==> config.mk <==
export PLATFORM = sky130hd
export DESIGN_NAME = alu_operand_loader
export DESIGN_NICKNAME = d
export VERILOG_FILES = /design/src/rtl/alu_pkg.sv /design/src/rtl/sync_edge.sv /design/src/rtl/alu_operand_loader.sv
export SDC_FILE = /design/constraint.sdc
export NUM_CORES = 1
export LEC_CHECK = 0
export ABC_AREA = 0
export BUFFER_PORTS_ARGS = -buffer_cell sky130_fd_sc_hd__buf_2
export CAP_MARGIN = 20
export CORE_UTILIZATION = 30
export DETAILED_ROUTE_END_ITERATION = 8
export PLACE_DENSITY = 0.55
export SKIP_CTS_REPAIR_TIMING = 1
export SYNTH_ARGS = -nofsm -noshare
export SYNTH_HDL_FRONTEND = slang
export SYNTH_SLANG_ARGS = --single-unit
==> constraint.sdc <==
create_clock -name clk -period 2.4 [get_ports clk]
set_input_delay 0.24 -clock clk [delete_from_list [all_inputs] [get_ports clk]]
set_output_delay 0.24 -clock clk [all_outputs]
set_load 0.02 [all_outputs]
==> src/rtl/alu_pkg.sv <==
// Shared definitions for the ALU operand loader: field widths, word layout,
// opcode encoding and the loader FSM state type.
package alu_pkg;

   localparam int unsigned A_W    = 8;
   localparam int unsigned B_W    = 5;
   localparam int unsigned OP_W   = 3;
   localparam int unsigned WORD_W = A_W + B_W + OP_W;

   localparam int unsigned A_OFF  = 0;
   localparam int unsigned B_OFF  = 8;
   localparam int unsigned OP_OFF = 13;

   // Only ADD and SUB are defined; remaining encodings are reserved.
   typedef enum logic [OP_W-1:0] {
      OpAdd = 3'b000,
      OpSub = 3'b001
   } alu_op_e;

   typedef enum logic [0:0] {
      StIdle = 1'b0,
      StGotA = 1'b1
   } loader_state_e;

   // Assemble the packed operand word {op, B, A}.
   function automatic logic [WORD_W-1:0] pack_word(input logic [OP_W-1:0] op,
                                                   input logic [B_W-1:0]  b,
                                                   input logic [A_W-1:0]  a);
      logic [WORD_W-1:0] w;
      w = '0;
      w[OP_OFF +: OP_W] = op;
      w[B_OFF +: B_W]   = b;
      w[A_OFF +: A_W]   = a;
      return w;
   endfunction

endpackage

==> src/rtl/sync_edge.sv <==
// Two-flop synchronizer with single-cycle rising-edge detect.
// A level already high when reset releases is not reported as an edge: the
// detector only arms after the synchronized input has been seen low.
module sync_edge (
   input  logic clk,
   input  logic rst_n,
   input  logic async_in,
   output logic rise
);

   logic       s1;
   logic       s2;
   logic       s2_d;
   logic [1:0] primed;
   logic       armed;

   // Synchronizer chain, delayed copy and arming logic.
   always_ff @(posedge clk or negedge rst_n) begin
      if (!rst_n) begin
         s1     <= 1'b0;
         s2     <= 1'b0;
         s2_d   <= 1'b0;
         primed <= 2'b00;
         armed  <= 1'b0;
      end else begin
         s1     <= async_in;
         s2     <= s1;
         s2_d   <= s2;
         // primed[1] marks that s2 now holds a real sample rather than the reset value
         primed <= {primed[0], 1'b1};
         armed  <= armed | (primed[1] & ~s2);
      end
   end

   assign rise = s2 & ~s2_d & armed;

endmodule

==> src/rtl/alu_operand_loader.sv <==
// Collects two host bytes per frame (A, then {op, B}) and presents the packed
// operand word to the ALU, with a timeout if the second byte never arrives.
module alu_operand_loader
   import alu_pkg::*;
#(
   parameter int unsigned TIMEOUT_CYCLES = 1_000_000,
   parameter int unsigned CNT_W          = 20
) (
   input  logic              clk,
   input  logic              rst_n,
   input  logic [7:0]        data_in,
   input  logic              strobe_in,
   output logic [WORD_W-1:0] alu_word,
   output logic              word_valid,
   output logic              busy,
   output logic              timeout_err,
   output logic [3:0]        frame_cnt
);

   loader_state_e    state_q;
   loader_state_e    state_d;
   logic             detect;
   logic [CNT_W-1:0] cnt_q;
   logic [A_W-1:0]   a_hold_q;
   logic             load_q;
   logic             cnt_at_max;
   logic             capture_a;
   logic             load_word;
   logic             expire;

   sync_edge u_sync_edge (
      .clk      (clk),
      .rst_n    (rst_n),
      .async_in (strobe_in),
      .rise     (detect)
   );

   assign cnt_at_max = (cnt_q == CNT_W'(TIMEOUT_CYCLES - 1));

   // FSM state register.
   always_ff @(posedge clk or negedge rst_n) begin
      if (!rst_n) begin
         state_q <= StIdle;
      end else begin
         state_q <= state_d;
      end
   end

   // Next state: a detect in GOT_A takes priority over timeout expiry.
   always_comb begin
      state_d = state_q;
      unique case (state_q)
         StIdle:  if (detect) state_d = StGotA;
         StGotA:  if (detect || cnt_at_max) state_d = StIdle;
         default: state_d = StIdle;
      endcase
   end

   // Decoded FSM actions.
   always_comb begin
      capture_a = 1'b0;
      load_word = 1'b0;
      expire    = 1'b0;
      unique case (state_q)
         StIdle: capture_a = detect;
         StGotA: begin
            load_word = detect;
            expire    = ~detect & cnt_at_max;
         end
         default: ;
      endcase
   end

   // Datapath: held A byte, timeout counter, output word and status.
   always_ff @(posedge clk or negedge rst_n) begin
      if (!rst_n) begin
         a_hold_q    <= '0;
         cnt_q       <= '0;
         alu_word    <= '0;
         load_q      <= 1'b0;
         word_valid  <= 1'b0;
         busy        <= 1'b0;
         timeout_err <= 1'b0;
         frame_cnt   <= '0;
      end else begin
         if (capture_a) begin
            a_hold_q <= data_in;
         end
         // Counter runs only while waiting for the second byte; zero otherwise.
         if (state_q == StGotA && !load_word && !expire) begin
            cnt_q <= cnt_q + CNT_W'(1);
         end else begin
            cnt_q <= '0;
         end
         if (load_word) begin
            alu_word    <= pack_word(data_in[7:5], data_in[4:0], a_hold_q);
            frame_cnt   <= frame_cnt + 4'd1;
            timeout_err <= 1'b0;
         end else if (expire) begin
            timeout_err <= 1'b1;
         end
         // word_valid trails the word update by one cycle.
         load_q     <= load_word;
         word_valid <= load_q;
         busy       <= (state_d == StGotA);
      end
   end

endmodule

# Yosys cells after proc, flatten, opt, wreduce, memory -nomap -nowiden
# Index checks and enable logic that the tools add are counted.
dict set report classes {
  add_sub_neg 2
  n_eq_ne 1
  mux 9
  n_bitwise 9
  n_reduce_logical 6
}
# op n
set ops {}
lappend ops {{$add A20 B1 Y20 const B} 1}
lappend ops {{$eq A20 B20 Y1 const B} 1}
lappend ops {{$mux W20} 1}
lappend ops {{$mux W1} 7}
lappend ops {{$add A4 B1 Y4 const B} 1}
lappend ops {{$and A1 B1 Y1} 4}
lappend ops {{$not A1 Y1} 4}
lappend ops {{$logic_and A1 B1 Y1} 2}
lappend ops {{$logic_not A1 Y1} 2}
lappend ops {{$pmux W1 S2} 1}
lappend ops {{$reduce_bool A2 Y1} 1}
lappend ops {{$logic_or A1 B1 Y1} 1}
lappend ops {{$or A1 B1 Y1} 1}
dict set report word_totals {
  ff_bits 58
  output_inout_bits 23
}

# Longest topological paths before layout
dict set report logic_depth {
  word_depth 9
  ltp_mapped 7
  ltp_nobuf 5
}

# Cells and area by module
# From an unflattened synthesis, not the netlist that was laid out.
dict set report hier_totals {
  hier_cells 189
  area_unflattened_um2 2396.0
}
# module instances cells_per_inst area_each_um2 seq_area_each_um2
set modules_own_cells {}
lappend modules_own_cells {alu_operand_loader 1 178 2223.4 1301.2}
lappend modules_own_cells {sync_edge 1 11 172.7 150.1}

# Worst setup path after synthesis
# No wires, ideal clock.
dict set report synth_timing {
  path_kind {reg2reg}
  start {reg cnt_q[0]}
  end {reg cnt_q[18]}
  t_arrival_ns 1.512
  slack_ns 0.811
  stages_incl_launch_ff 7
  synth_period_minus_slack_ns 1.589
  cell_sequence {dfrtp_1 -> ha_1 -> and4_1 -> buf_4 -> nand3_2 -> or4_1 -> a21oi_1}
}
dict set report synth_between {
  elab_chain_cells 6
}
# item line
set synth_lines {}
lappend synth_lines {{start, declared} alu_operand_loader.sv:23} ;# logic [CNT_W-1:0] cnt_q;
lappend synth_lines {{start signal, assigned} alu_operand_loader.sv:91} ;# cnt_q <= cnt_q + CNT_W'(1);
lappend synth_lines {{branches (longest 5 deep; another with $add A20 B1 Y20)} n/a}
lappend synth_lines {{$mux W20 *} alu_operand_loader.sv:90} ;# if (state_q == StGotA && !load_word && !expire) begin
# Every way passes the cells marked *.
# A chain may end at the register's enable or synchronous reset.

# Worst setup path after layout
# Same ends and word-level chain as after synthesis.

==> metrics.yaml <==
final_common_cell: "nand2_1"
ir_worst_vdd_mv: 0.402
place_congestion: 0.701
tightest_slew_ns: 0.718
rsz0062_at_grt: "no"
htreeDepth: 3
synth_top_cell_area_share_pct: 60.5
met2_wirelength_um: 2080
max_slew_margin_pct: 52.1
drive_above_1_share_pct: 26.6
mostFrequentLayoutCells: "nand2_1, dfrtp_1, buf_2"
hold_path_class: "input port to flop"
wl_per_cell_um: 11.9
fin_worst_skew_ns: 0.00829
antenna_left: 0
vias_per_cell: 4.44
grt_use_total_pct: 12.3
synth_fp_nets: 234
synth_area_leaders: "dfrtp_1, nand2_1, xor2_1"
final-setup-viol-count: 0
synthCells: 221
numCtsBuffers: 9
yosysWarnings: 0
first_pass_iters: 4
critPathKind: "flop to flop"
synth_cell_types: 41
leakage_nw: 1.40
period_share_pct: 74.8
die_y_um: 91.4
cpMaxStageDelayCell: "or4_1"
dp_cells: 352
clk_path_buf_depth: 2
io_buffer_count: 33
cp-start-kind: "flop"
crit_chain: "ha_1 -> and4_1 -> nand3_2 -> or4_1 -> a21oi_1"
hold_viol: 0
die_area_um2: 8350
routed_wl_um: 4410
min_period_ns: 1.80
syn_to_final_growth_pct: 21.0
fmax_ghz: 0.557
grt_pass1_wl_um: 8120
setup_tns_ns: 0
path_clk_slew_ns: 0.06
cts_tree: "yes"
synth_ff_type: "dfrtp_1"
grt_pass1_vias: 1731
max_stage_delay_ns: 0.48
finalMaxSlewViolations: 0
final_nets: 275
vias: 1640
globalRouteOverflowTotal: 0
fin_cells: 369
antenna_found_initial: 0
holdWs_ns: 0.0217
m1WireLength_um: 2140
cp.arrival_ns: 2.05
synth-seq-area-share_pct: 60.5
cp_max_fo: 7
dr.max_layer_used: "met4"
dp_hpwl_um: 3050
num_io_pins: 34
rows: 32
synth_edf_count: 0
cts_sinks: 58
drc: 0
num_antenna_cells: 0
ys_seq_elements: 58
syn_avg_cell_area_um2: 10.8
clock_latency_ns: 0.33
clockRootBuffer: "clkbuf_8"
cap_violations: 0
grt_max_degree: 31
yosysTopAreaCell: "dfrtp_1"
power.density_nw_per_um2: 991
outcome: "completed"
mappedNetlistArea_um2: 2400
initial_core_util_pct: 31.0
power_w: 0.00287
met3RoutedLength_um: 152
worstPathRequired_ns: 2.65
drtIter0Drc: 91
critPathCaptureType: "flop"
async_reset_ff_share_pct: 100
die_x_um: 91.4
core-area_um2: 7730
## path summary, 6_finish.rpt
check | endpoint | depth (start not counted) | startpoint | slack, ns
max in group asynchronous | cnt_q[6]$_DFF_PN0_ | 3 | rst_n | 1.30
setup reg to reg | cnt_q[18]$_DFF_PN0_ | 5 | cnt_q[0]$_DFF_PN0_ | 0.60
hold reg to reg | u_sync_edge.s2$_DFF_PN0_ | 0 | u_sync_edge.s1$_DFF_PN0_ | 0.35
min in group asynchronous | a_hold_q[4]$_DFFE_PN0P_ | 2 | rst_n | 0.51
hold / removal | u_sync_edge.s1$_DFF_PN0_ | 1 | strobe_in | 0.02
setup / recovery | cnt_q[18]$_DFF_PN0_ | 5 | cnt_q[0]$_DFF_PN0_ | 0.60
## layout make-up
class,instances,area [um2]
repair buffers,39,225
clock buffers,11,151
fillers,759,4830
clock inverters,5,52.6
flip-flops and latches,58,1450
multi-input cells,150,878
well taps,102,128
inverters,4,15.0
## critical path: cells and delay by family (launching register included)
family                     cells  cell delay, ns
adders and majority gates      1            0.22
DFF                            1            0.37
AOI/OAI and AO/OA              1            0.15
and+or+nand+nor                3            0.98
## routing by layer
layer	global-route usage [%]	vias up
met2	19.4	25
met5	0	-
met4	4.37	0
li1	-	819
met3	3.77	4
met1	16.0	792
## stage by stage
stage	utilization, %	worst slack (ns)	cell area (um2)
after floorplan	-	0.811	2400
after global placement	34.8	0.693	2690
after detailed placement	34.8	0.616	2690
after CTS	37.4	0.608	2890
after global routing	37.5	0.436	2900
final	37.5	0.605	2900
## power by group
part           switching, W  leakage [nW]  total, W  internal [W]
sequential         0.000123         0.742   0.00131       0.00119
combinational      0.000418         0.553  0.000663      0.000244
clock              0.000369         0.105  0.000899      0.000530
## cell families after synthesis
logic type / after synthesis / synth area share (%)
other cells: 1 / 0.156
xor+xnor: 15 / 5.48
flops: 58 / 60.5
compound gates: 16 / 4.12
buf+inv: 13 / 2.82
simple gates: 108 / 22.1
mux: 8 / 3.76
fa+ha+maj: 2 / 1.04
## cell usage after synthesis (2+ instances only)
cell type,number
mux2_2,8
nand4_1,7
dfrtp_1,58
a21oi_1,5
clkbuf_1,3
or3_1,3
buf_2,3
buf_4,2
xor2_1,11
nand3_1,4
inv_1,3
o31ai_1,3
nor2_1,15
and3_1,3
ha_1,2
xnor2_1,4
nand2_1,60
o21ai_0,3
or4_1,2
## registers in the layout, indices dropped and copies added, names as in the netlist
signal	flops
cnt_q	20
alu_word	16
a_hold_q	8
frame_cnt	4
u_sync_edge.primed	2
busy	1
load_q	1
timeout_err	1
u_sync_edge.armed	1
u_sync_edge.s1	1
u_sync_edge.s2	1
u_sync_edge.s2_d	1
word_valid	1
No activity file was read; power rests on OpenSTA's default activity.
